--- src/rtl/alu_arbiter_if.sv ---
// Request/response bundle between the two ALU requesters, the response consumer
// and alu_arbiter.
interface alu_arbiter_if;
    logic [1:0] req_vld;
    logic [1:0] req_rdy;
    logic [1:0] cmd0;
    logic [7:0] a0;
    logic [7:0] b0;
    logic [1:0] cmd1;
    logic [7:0] a1;
    logic [7:0] b1;
    logic       rsp_vld;
    logic       rsp_rdy;
    logic       rsp_id;
    logic [7:0] rsp_rslt;
    logic       rsp_zero;
    logic       rsp_pari;
    logic       rsp_neq;
    logic       busy;

    modport master (
        output req_vld, cmd0, a0, b0, cmd1, a1, b1, rsp_rdy,
        input  req_rdy, rsp_vld, rsp_id, rsp_rslt, rsp_zero, rsp_pari, rsp_neq, busy
    );

    modport slave (
        input  req_vld, cmd0, a0, b0, cmd1, a1, b1, rsp_rdy,
        output req_rdy, rsp_vld, rsp_id, rsp_rslt, rsp_zero, rsp_pari, rsp_neq, busy
    );
endinterface

--- src/rtl/alu_arbiter.sv ---
// Round-robin sharing of one 8-bit combinational ALU between two requesters,
// with registered operands and a single tagged response channel.
//
// state | meaning
// IDLE  | accept one granted request
// EXEC  | ALU evaluates the registered operands
// DONE  | response valid, waiting for the consumer

module alu8 (
    input  logic [1:0] cmd,
    input  logic [7:0] in_a,
    input  logic [7:0] in_b,
    input  logic       sc_i,
    output logic [7:0] rslt,
    output logic       zero,
    output logic       pari,
    output logic       neq,
    output logic       sc_o
);
    always_comb begin
        rslt = 8'h00;
        sc_o = 1'b0;
        case (cmd)
            2'b10:   {sc_o, rslt} = {1'b0, in_a} + {1'b0, in_b} + {8'h00, sc_i};
            2'b01: begin
                rslt = {in_a[0], in_a[7:1]};
                sc_o = in_a[0];
            end
            2'b00:   rslt = ~(in_a & in_b);
            default: rslt = 8'h00;
        endcase
    end

    assign zero = (rslt == 8'h00);
    assign pari = ^rslt;
    assign neq  = (in_a != in_b);
endmodule

module alu_arbiter #(
    parameter bit RR_INIT = 1'b0
) (
    input  logic          clk,
    input  logic          rst_n,
    alu_arbiter_if.slave  bus
);
    typedef enum logic [1:0] {
        IDLE = 2'd0,
        EXEC = 2'd1,
        DONE = 2'd2
    } state_t;

    state_t     state;
    state_t     state_nxt;
    logic [1:0] gnt;
    logic       ptr;
    logic       id_q;
    logic [1:0] cmd_q;
    logic [7:0] a_q;
    logic [7:0] b_q;

    logic       rsp_id_q;
    logic [7:0] rsp_rslt_q;
    logic       rsp_zero_q;
    logic       rsp_pari_q;
    logic       rsp_neq_q;

    logic [7:0] alu_rslt;
    logic       alu_zero;
    logic       alu_pari;
    logic       alu_neq;
    logic       alu_sc_o;

    // Flags are recomputed from the captured result, so the ALU's own are dropped.
    wire alu_unused = ^{alu_zero, alu_pari, alu_sc_o};

    alu8 u_alu (
        .cmd  (cmd_q),
        .in_a (a_q),
        .in_b (b_q),
        .sc_i (1'b0),
        .rslt (alu_rslt),
        .zero (alu_zero),
        .pari (alu_pari),
        .neq  (alu_neq),
        .sc_o (alu_sc_o)
    );

    always_ff @(posedge clk or negedge rst_n) begin
        if (!rst_n) begin
            state <= IDLE;
        end else begin
            state <= state_nxt;
        end
    end

    always_comb begin
        state_nxt = state;
        gnt       = 2'b00;
        case (state)
            IDLE: begin
                gnt[0] = bus.req_vld[0] & (!ptr | !bus.req_vld[1]);
                gnt[1] = bus.req_vld[1] & ( ptr | !bus.req_vld[0]);
                if (|gnt) begin
                    state_nxt = EXEC;
                end
            end
            EXEC: state_nxt = DONE;
            DONE: begin
                if (bus.rsp_rdy) begin
                    state_nxt = IDLE;
                end
            end
            default: state_nxt = IDLE;
        endcase
    end

    always_ff @(posedge clk or negedge rst_n) begin
        if (!rst_n) begin
            ptr        <= RR_INIT;
            id_q       <= 1'b0;
            cmd_q      <= 2'b00;
            a_q        <= 8'h00;
            b_q        <= 8'h00;
            rsp_id_q   <= 1'b0;
            rsp_rslt_q <= 8'h00;
            rsp_zero_q <= 1'b0;
            rsp_pari_q <= 1'b0;
            rsp_neq_q  <= 1'b0;
        end else begin
            if (state == IDLE && (|gnt)) begin
                if (gnt[1]) begin
                    cmd_q <= bus.cmd1;
                    a_q   <= bus.a1;
                    b_q   <= bus.b1;
                    id_q  <= 1'b1;
                    ptr   <= 1'b0;
                end else begin
                    cmd_q <= bus.cmd0;
                    a_q   <= bus.a0;
                    b_q   <= bus.b0;
                    id_q  <= 1'b0;
                    ptr   <= 1'b1;
                end
            end
            if (state == EXEC) begin
                rsp_rslt_q <= alu_rslt;
                rsp_neq_q  <= alu_neq;
                rsp_zero_q <= (alu_rslt == 8'h00);
                rsp_pari_q <= ^alu_rslt;
                rsp_id_q   <= id_q;
            end
        end
    end

    assign bus.req_rdy  = gnt;
    assign bus.rsp_vld  = (state == DONE);
    assign bus.busy     = (state != IDLE);
    assign bus.rsp_id   = rsp_id_q;
    assign bus.rsp_rslt = rsp_rslt_q;
    assign bus.rsp_zero = rsp_zero_q;
    assign bus.rsp_pari = rsp_pari_q;
    assign bus.rsp_neq  = rsp_neq_q;
endmodule

--- src/flat_wrapper.sv ---
// flat-port wrapper written by rule: the top's interface ports become plain ports
module alu_arbiter_flat 
#(
    parameter bit RR_INIT = 1'b0
)
  (clk, rst_n, bus_req_vld, bus_cmd0, bus_a0, bus_b0, bus_cmd1, bus_a1, bus_b1, bus_rsp_rdy, bus_req_rdy, bus_rsp_vld, bus_rsp_id, bus_rsp_rslt, bus_rsp_zero, bus_rsp_pari, bus_rsp_neq, bus_busy);
  alu_arbiter_if bus_i ();
  input  logic clk;
  input  logic rst_n;
  input wire logic [$bits(bus_i.req_vld)-1:0] bus_req_vld;
  input wire logic [$bits(bus_i.cmd0)-1:0] bus_cmd0;
  input wire logic [$bits(bus_i.a0)-1:0] bus_a0;
  input wire logic [$bits(bus_i.b0)-1:0] bus_b0;
  input wire logic [$bits(bus_i.cmd1)-1:0] bus_cmd1;
  input wire logic [$bits(bus_i.a1)-1:0] bus_a1;
  input wire logic [$bits(bus_i.b1)-1:0] bus_b1;
  input wire logic [$bits(bus_i.rsp_rdy)-1:0] bus_rsp_rdy;
  output wire logic [$bits(bus_i.req_rdy)-1:0] bus_req_rdy;
  output wire logic [$bits(bus_i.rsp_vld)-1:0] bus_rsp_vld;
  output wire logic [$bits(bus_i.rsp_id)-1:0] bus_rsp_id;
  output wire logic [$bits(bus_i.rsp_rslt)-1:0] bus_rsp_rslt;
  output wire logic [$bits(bus_i.rsp_zero)-1:0] bus_rsp_zero;
  output wire logic [$bits(bus_i.rsp_pari)-1:0] bus_rsp_pari;
  output wire logic [$bits(bus_i.rsp_neq)-1:0] bus_rsp_neq;
  output wire logic [$bits(bus_i.busy)-1:0] bus_busy;
  assign bus_i.req_vld = bus_req_vld;
  assign bus_i.cmd0 = bus_cmd0;
  assign bus_i.a0 = bus_a0;
  assign bus_i.b0 = bus_b0;
  assign bus_i.cmd1 = bus_cmd1;
  assign bus_i.a1 = bus_a1;
  assign bus_i.b1 = bus_b1;
  assign bus_i.rsp_rdy = bus_rsp_rdy;
  assign bus_req_rdy = bus_i.req_rdy;
  assign bus_rsp_vld = bus_i.rsp_vld;
  assign bus_rsp_id = bus_i.rsp_id;
  assign bus_rsp_rslt = bus_i.rsp_rslt;
  assign bus_rsp_zero = bus_i.rsp_zero;
  assign bus_rsp_pari = bus_i.rsp_pari;
  assign bus_rsp_neq = bus_i.rsp_neq;
  assign bus_busy = bus_i.busy;
  alu_arbiter #(.RR_INIT(RR_INIT)) u_core (.clk(clk), .rst_n(rst_n), .bus(bus_i));
endmodule
--- config.mk ---
export PLATFORM = sky130hd
export DESIGN_NAME = alu_arbiter_flat
export DESIGN_NICKNAME = d
export VERILOG_FILES = /design/src/rtl/alu_arbiter_if.sv /design/src/rtl/alu_arbiter.sv /design/src/flat_wrapper.sv
export SDC_FILE = /design/constraint.sdc
export NUM_CORES = 1
export LEC_CHECK = 0
export CAP_MARGIN = 20
export CELL_PAD_IN_SITES_DETAIL_PLACEMENT = 0
export CELL_PAD_IN_SITES_GLOBAL_PLACEMENT = 2
export CORE_AREA = 10 10 95 97
export DETAILED_ROUTE_END_ITERATION = 6
export DIE_AREA = 0 0 105 107
export GPL_ROUTABILITY_DRIVEN = 1
export PLACE_DENSITY = 0.76
export SLEW_MARGIN = 10
export SYNTH_ARGS = -nofsm -noshare
export SYNTH_HDL_FRONTEND = slang
export SYNTH_SLANG_ARGS = --single-unit
--- constraint.sdc ---
create_clock -name clk -period 3.3 [get_ports clk]
set_input_delay 0.495 -clock clk [delete_from_list [all_inputs] [get_ports clk]]
set_output_delay 0.495 -clock clk [all_outputs]
set_load 0.01 [all_outputs]
## After elaboration in Yosys (flattened, before gate mapping)

Index checks and enable logic that the tools add are counted.
W data, S select, Z words.

| cells by class | value |
|---|---|
| muxes and demuxes | 10 |
| reductions and logical operators | 12 |
| add/sub/neg operators | 1 |
| bitwise gates (word level) | 6 |
| equality and inequality tests | 7 |

Operators with widths:

| kind | count |
|---|---|
| $pmux W8 S3 | 1 |
| $mux W8 | 2 |
| $add A8 B8 Y8 | 1 |
| $and A8 B8 Y8 | 1 |
| $logic_not A8 Y1 | 1 |
| $mux W2 | 4 |
| $ne A8 B8 Y1 | 1 |
| $not A8 Y8 | 1 |
| $reduce_xor A8 Y1 | 1 |
| $pmux W2 S3 | 1 |
| $eq A2 B1 Y1 const B | 2 |
| $eq A2 B2 Y1 const B | 2 |
| $logic_not A2 Y1 | 2 |
| $reduce_or A2 Y1 | 2 |
| $logic_not A1 Y1 | 3 |
| $and A1 B1 Y1 | 2 |
| $mux W1 | 2 |
| $ne A2 B1 Y1 const B | 1 |
| $ne A2 B2 Y1 const B | 1 |
| $or A1 B1 Y1 | 2 |
| $reduce_and A2 Y1 | 1 |
| $reduce_bool A2 Y1 | 1 |
| $logic_and A1 B1 Y1 | 1 |

| word-level totals | value |
|---|---|
| output and inout port bits | 16 |
| word-level logic and storage cells | 47 |
| flip-flop bits (word level) | 34 |
| input port bits | 41 |

## Depth between registers and ports, before layout

| logic depth | value |
|---|---|
| depth after elaboration | 6 |
| depth in mapped cells | 12 |
| gate-level depth less buffers | 12 |

## Hierarchy

From an unflattened synthesis, not the netlist that was laid out.

| unflattened totals | value |
|---|---|
| cells, all modules | 285 |
| area total of the unflattened synthesis | 2536.2 µm² |

By module, submodules not included:

| module | seq. area each (µm²) | times used | area each (µm²) | cells an instance |
|---|---|---|---|---|
| alu_arbiter | 850.8 | 1 | 1722.9 | 174 |
| alu8 | 0.0 | 1 | 813.3 | 111 |

## Least setup slack after synthesis

OpenSTA, ideal clock, no wires.

| timing path | value |
|---|---|
| kind | register to register |
| start point | reg u_core.a_q[0] |
| end point | reg u_core.rsp_pari_q, in the netlist u_core.bus.rsp_pari |
| period minus slack after synthesis | 2.452 ns |
| buffers on the path | 0 |
| slack | 0.848 ns |
| arrival time | 2.316 ns |
| library setup time | 0.136 ns |
| data required time | 3.164 ns |
| cell stages (with the launch flop) | 12 |
| path through | dfrtp_1 -> ha_1 -> inv_1 -> fa_1 -> nor2b_4 -> o21ai_2 -> and3_4 -> o32a_4 -> ha_1 -> xnor2_1 -> xnor2_1 -> o21ai_0 |

| on the way | value |
|---|---|
| cells in the longest elaborated chain, start to end | 4 |
| elaborated cells between the ends (all ways) | 5 |
| classes of those cells | 1 x add/sub; 1 x mux; 2 x bitwise; 1 x reduce/logical |

Ends and longest elaborated chain:

| item | RTL line | source |
|---|---|---|
| from (decl) | alu_arbiter.sv:58 | `logic [7:0] a_q;` |
| from (signal assigned) | alu_arbiter.sv:133 | `a_q <= bus.a1;` |
| from (signal assigned) | alu_arbiter.sv:139 | `a_q <= bus.a0;` |
| branches (longest 2 deep; another with $add A8 B8 Y8) | -- |  |
| $pmux W8 S3 * | alu_arbiter.sv:23 | `case (cmd)` |
| $reduce_xor A8 Y1 * | alu_arbiter.sv:149 | `rsp_pari_q <= ^alu_rslt;` |
| to (signal assigned) | alu_arbiter.sv:149 |  |
| to (decl) | alu_arbiter.sv:64 | `logic rsp_pari_q;` |

Every way passes the cells marked *.
A chain may end at the register's enable or synchronous reset.

## Worst setup path in the final report

Ends and elaborated chain as after synthesis.

==> flow_summary_export.csv <==
group,metric,value,unit
critical_path,cp.arrival,2.79,ns
critical_path,crit_required,3.44,ns
detailed_routing,vias_per_cell,4.57,
critical_path,endpoint_kind,"register",
grt,gr-usage-all-layers,0.0995,
floorplan,rows,31,
cells_and_area,syn_to_final_growth,37.5,%
critical_path,path_cells,"ha_1 > inv_1 > fa_1 > nor2b_4 > nor3_1 > o21ai_0 > xnor2_1 > o22a_1 > ha_1 > xnor2_1 > xnor2_1 > o21ai_0",
critical_path,reg2reg_slack,0.65,ns
timing,fmax,378,MHz
cells_and_area,final_cell_mix,"56 x clkdlybuf4s50_1, 44 x nand2_1, 34 x dfrtp_1",
detailed_routing,routed_wl,5340,um
grt,grt_max_degree,35,
detailed_routing,num_vias,1691,
floorplan,design.core.area,7140,um2
floorplan,fp.dieW,105,um
placement,gp_congestion,0.834,
grt,antenna_found_initial,0,
grt,grt_pass1_vias,1917,
detailed_routing,drt_iter0_markers,69,
critical_path,path_common_cell,"xnor2_1",
floorplan,die_area,11200,um2
clock_network,clk_pin_slew,0.06,ns
clock_network,cts.htree.levels,2,
detailed_routing,antenna_left,0,
synth,ys_ff_latch,34,
timing,fin_crit,2.65,ns
cells_and_area,final_common_cell,"clkdlybuf4s50_1",
power,powerDensity,1080,nW/um2
critical_path,critPathMaxStageDelay,0.42,ns
synth,yosysWarnings,0,
timing,final_max_slew_viol_count,0,
floorplan,ios,57,
floorplan,start_util,0.276,
clock_network,holdBufCountCts,0,
clock_network,cts_tree,"done",
detailed_routing,drc,0,
synth,syn-num-nets,269,
synth,async_flop_share,1.00,
critical_path,worstPathMaxFanout,3,
synth,synth_edf_count,0,
power,pwr-share-seq,0.274,
timing,final-hold-violation-count,0,
clock_network,clock_tree.buffer_depth,2,
timing,finClkSkew,0.00406,ns
timing,grt_setup_unrepaired,"false",
placement,portBuffers,56,
placement,dp_hpwl,4210,um
timing,relSlewSlack,0.560,
synth,synthesis.area,1970,um2
clock_network,clkSinkCount,34,
power,pwr-share-clk,0.098,
run_status,outcome,"completed",
power,p_sw_frac,0.434,
critical_path,startpoint_type,"register",
clock_network,cts-buffers-inserted,5,
worst_hold_path,hold_class,"register to register",
timing,fin_tns_setup,0,ns
timing,worst_pin_slew,0.660,ns
cells_and_area,final_util,0.379,
synth,synth_cells,215,
clock_network,cts_root_buffer,"clkbuf_8",
synth,ys_seq_area_frac,0.433,
detailed_routing,routedWlPerCell,14.4,um
power,p_sw,0.00127,W
critical_path,slowest_stage,"fa_1",
clock_network,cts_resized,0,
power,pwr-share-comb,0.628,
synth,synth_flop_cell,"dfrtp_1",
flow_run,maxCapViolations,0,
power,vdd.ir_drop.worst,0.000321,V
power,intPower,0.00165,W
timing,period_share,0.803,
grt,overflow,0,
grt,grt_pass1_wl,9190,um
clock_network,post_cts_buffers,0,
synth,ys_types,37,
clock_network,worstSkewPairLatency,0.29,ns
cells_and_area,layout-drive-gt1-share,0.0627,
timing,finalSetupViolCount,0,
synth,postSynthAreaPerCell,9.15,um2
floorplan,die_height,107,um
power,p_leak,1.20,nW
critical_path,crit_type,"register to register",
cells_and_area,fin_nets,325,
cells_and_area,diodes,0,
detailed_routing,firstDrtPassIters,4,
routing by layer:
layer	global-route usage	part of all wire
met4	0.0412	0.016
met2	0.154	0.44
met1	0.126	0.50
met3	0.0305	0.048
met5	0	0
synthesized netlist by cell type (5+ instances only):
library cell,count,area [um2]
buf_2,7,35.0
dfrtp_1,34,851
a21oi_1,15,75.1
inv_1,10,37.5
xnor2_1,5,43.8
nand2_1,44,165
a22oi_1,18,135
ha_1,12,150
o21ai_0,15,75.1
nor2_1,11,41.3
cell families after synthesis:
family / Yosys count / share of synthesized area
muxes: 2 / 0.0102
and+or+nand+nor: 74 / 0.176
adders and majority gates: 13 / 0.0865
DFF: 34 / 0.433
AOI/OAI and AO/OA: 65 / 0.221
xor gates and xnor gates: 7 / 0.0312
buffers and inverters: 20 / 0.0426
per-stage QoR:
| stage | cells | hold slack, ns | power (W) | setup WS (ns) | instance area [um2] |
|---|---|---|---|---|---|
| 2_1_floorplan | 215 | 0.199 | 0.00210 | 0.848 | 1970 |
| 3_3_place_gp | 363 | 0.461 | 0.00264 | 0.716 | 2630 |
| 3_5_place_dp | 363 | 0.470 | 0.00266 | 0.647 | 2630 |
| 4_1_cts | 370 | 0.485 | 0.00296 | 0.641 | 2700 |
| 5_1_grt | 370 | 0.514 | 0.00324 | 0.434 | 2700 |
| 6_report | 370 | 0.475 | 0.00292 | 0.652 | 2700 |
power groups by stage:
stage / combinational [W] / sequential (W) / clock [W]
2_1_floorplan: 0.00135 / 0.000756 / 0
3_3_place_gp: 0.00183 / 0.000809 / 0
3_5_place_dp: 0.00185 / 0.000811 / 0
4_1_cts: 0.00186 / 0.000804 / 0.000302
5_1_grt: 0.00209 / 0.000836 / 0.000315
6_report: 0.00183 / 0.000800 / 0.000287
sequential cells by signal, summed over array words and instances (netlist names):
signal,cells
u_core.id_q,1
u_core.bus.rsp_rslt,8
u_core.bus.rsp_pari,1
u_core.bus.rsp_neq,1
u_core.bus.rsp_id,1
u_core.ptr,1
u_core.bus.rsp_zero,1
u_core.b_q,8
u_core.a_q,8
u_core.state,2
u_core.cmd_q,2
worst paths after layout:
| check | from | end | cells after the start |
|---|---|---|---|
| worst max register to register | u_core.a_q[0] | u_core.bus.rsp_pari | 12 |
| max in group asynchronous | rst_n | u_core.a_q[7] | 2 |
| worst max-delay path | u_core.a_q[0] | u_core.bus.rsp_pari | 12 |
| min in group asynchronous | rst_n | u_core.id_q | 2 |
| worst min register to register | u_core.bus.rsp_rslt[3] | u_core.bus.rsp_rslt[3] | 2 |
| worst min-delay path | u_core.bus.rsp_rslt[3] | u_core.bus.rsp_rslt[3] | 2 |
worst max-delay path: cells and delay by family, from the launching register on:
family	cells	cell delay (ns)
buffers and inverters	1	0.06
adders and majority gates	3	0.92
AOI/OAI and AO/OA	3	0.50
xor gates and xnor gates	3	0.43
DFF	1	0.37
and+or+nand+nor	2	0.21
cell type report:
cell class | instances | area [um2]
timing repair buffer | 59 | 583
tap | 99 | 124
multi-input combinational | 161 | 1030
clock buffer | 7 | 76.3
inverter | 10 | 37.5
sequential | 34 | 851
fill | 771 | 4430
No activity file was read; power rests on OpenSTA's default activity.
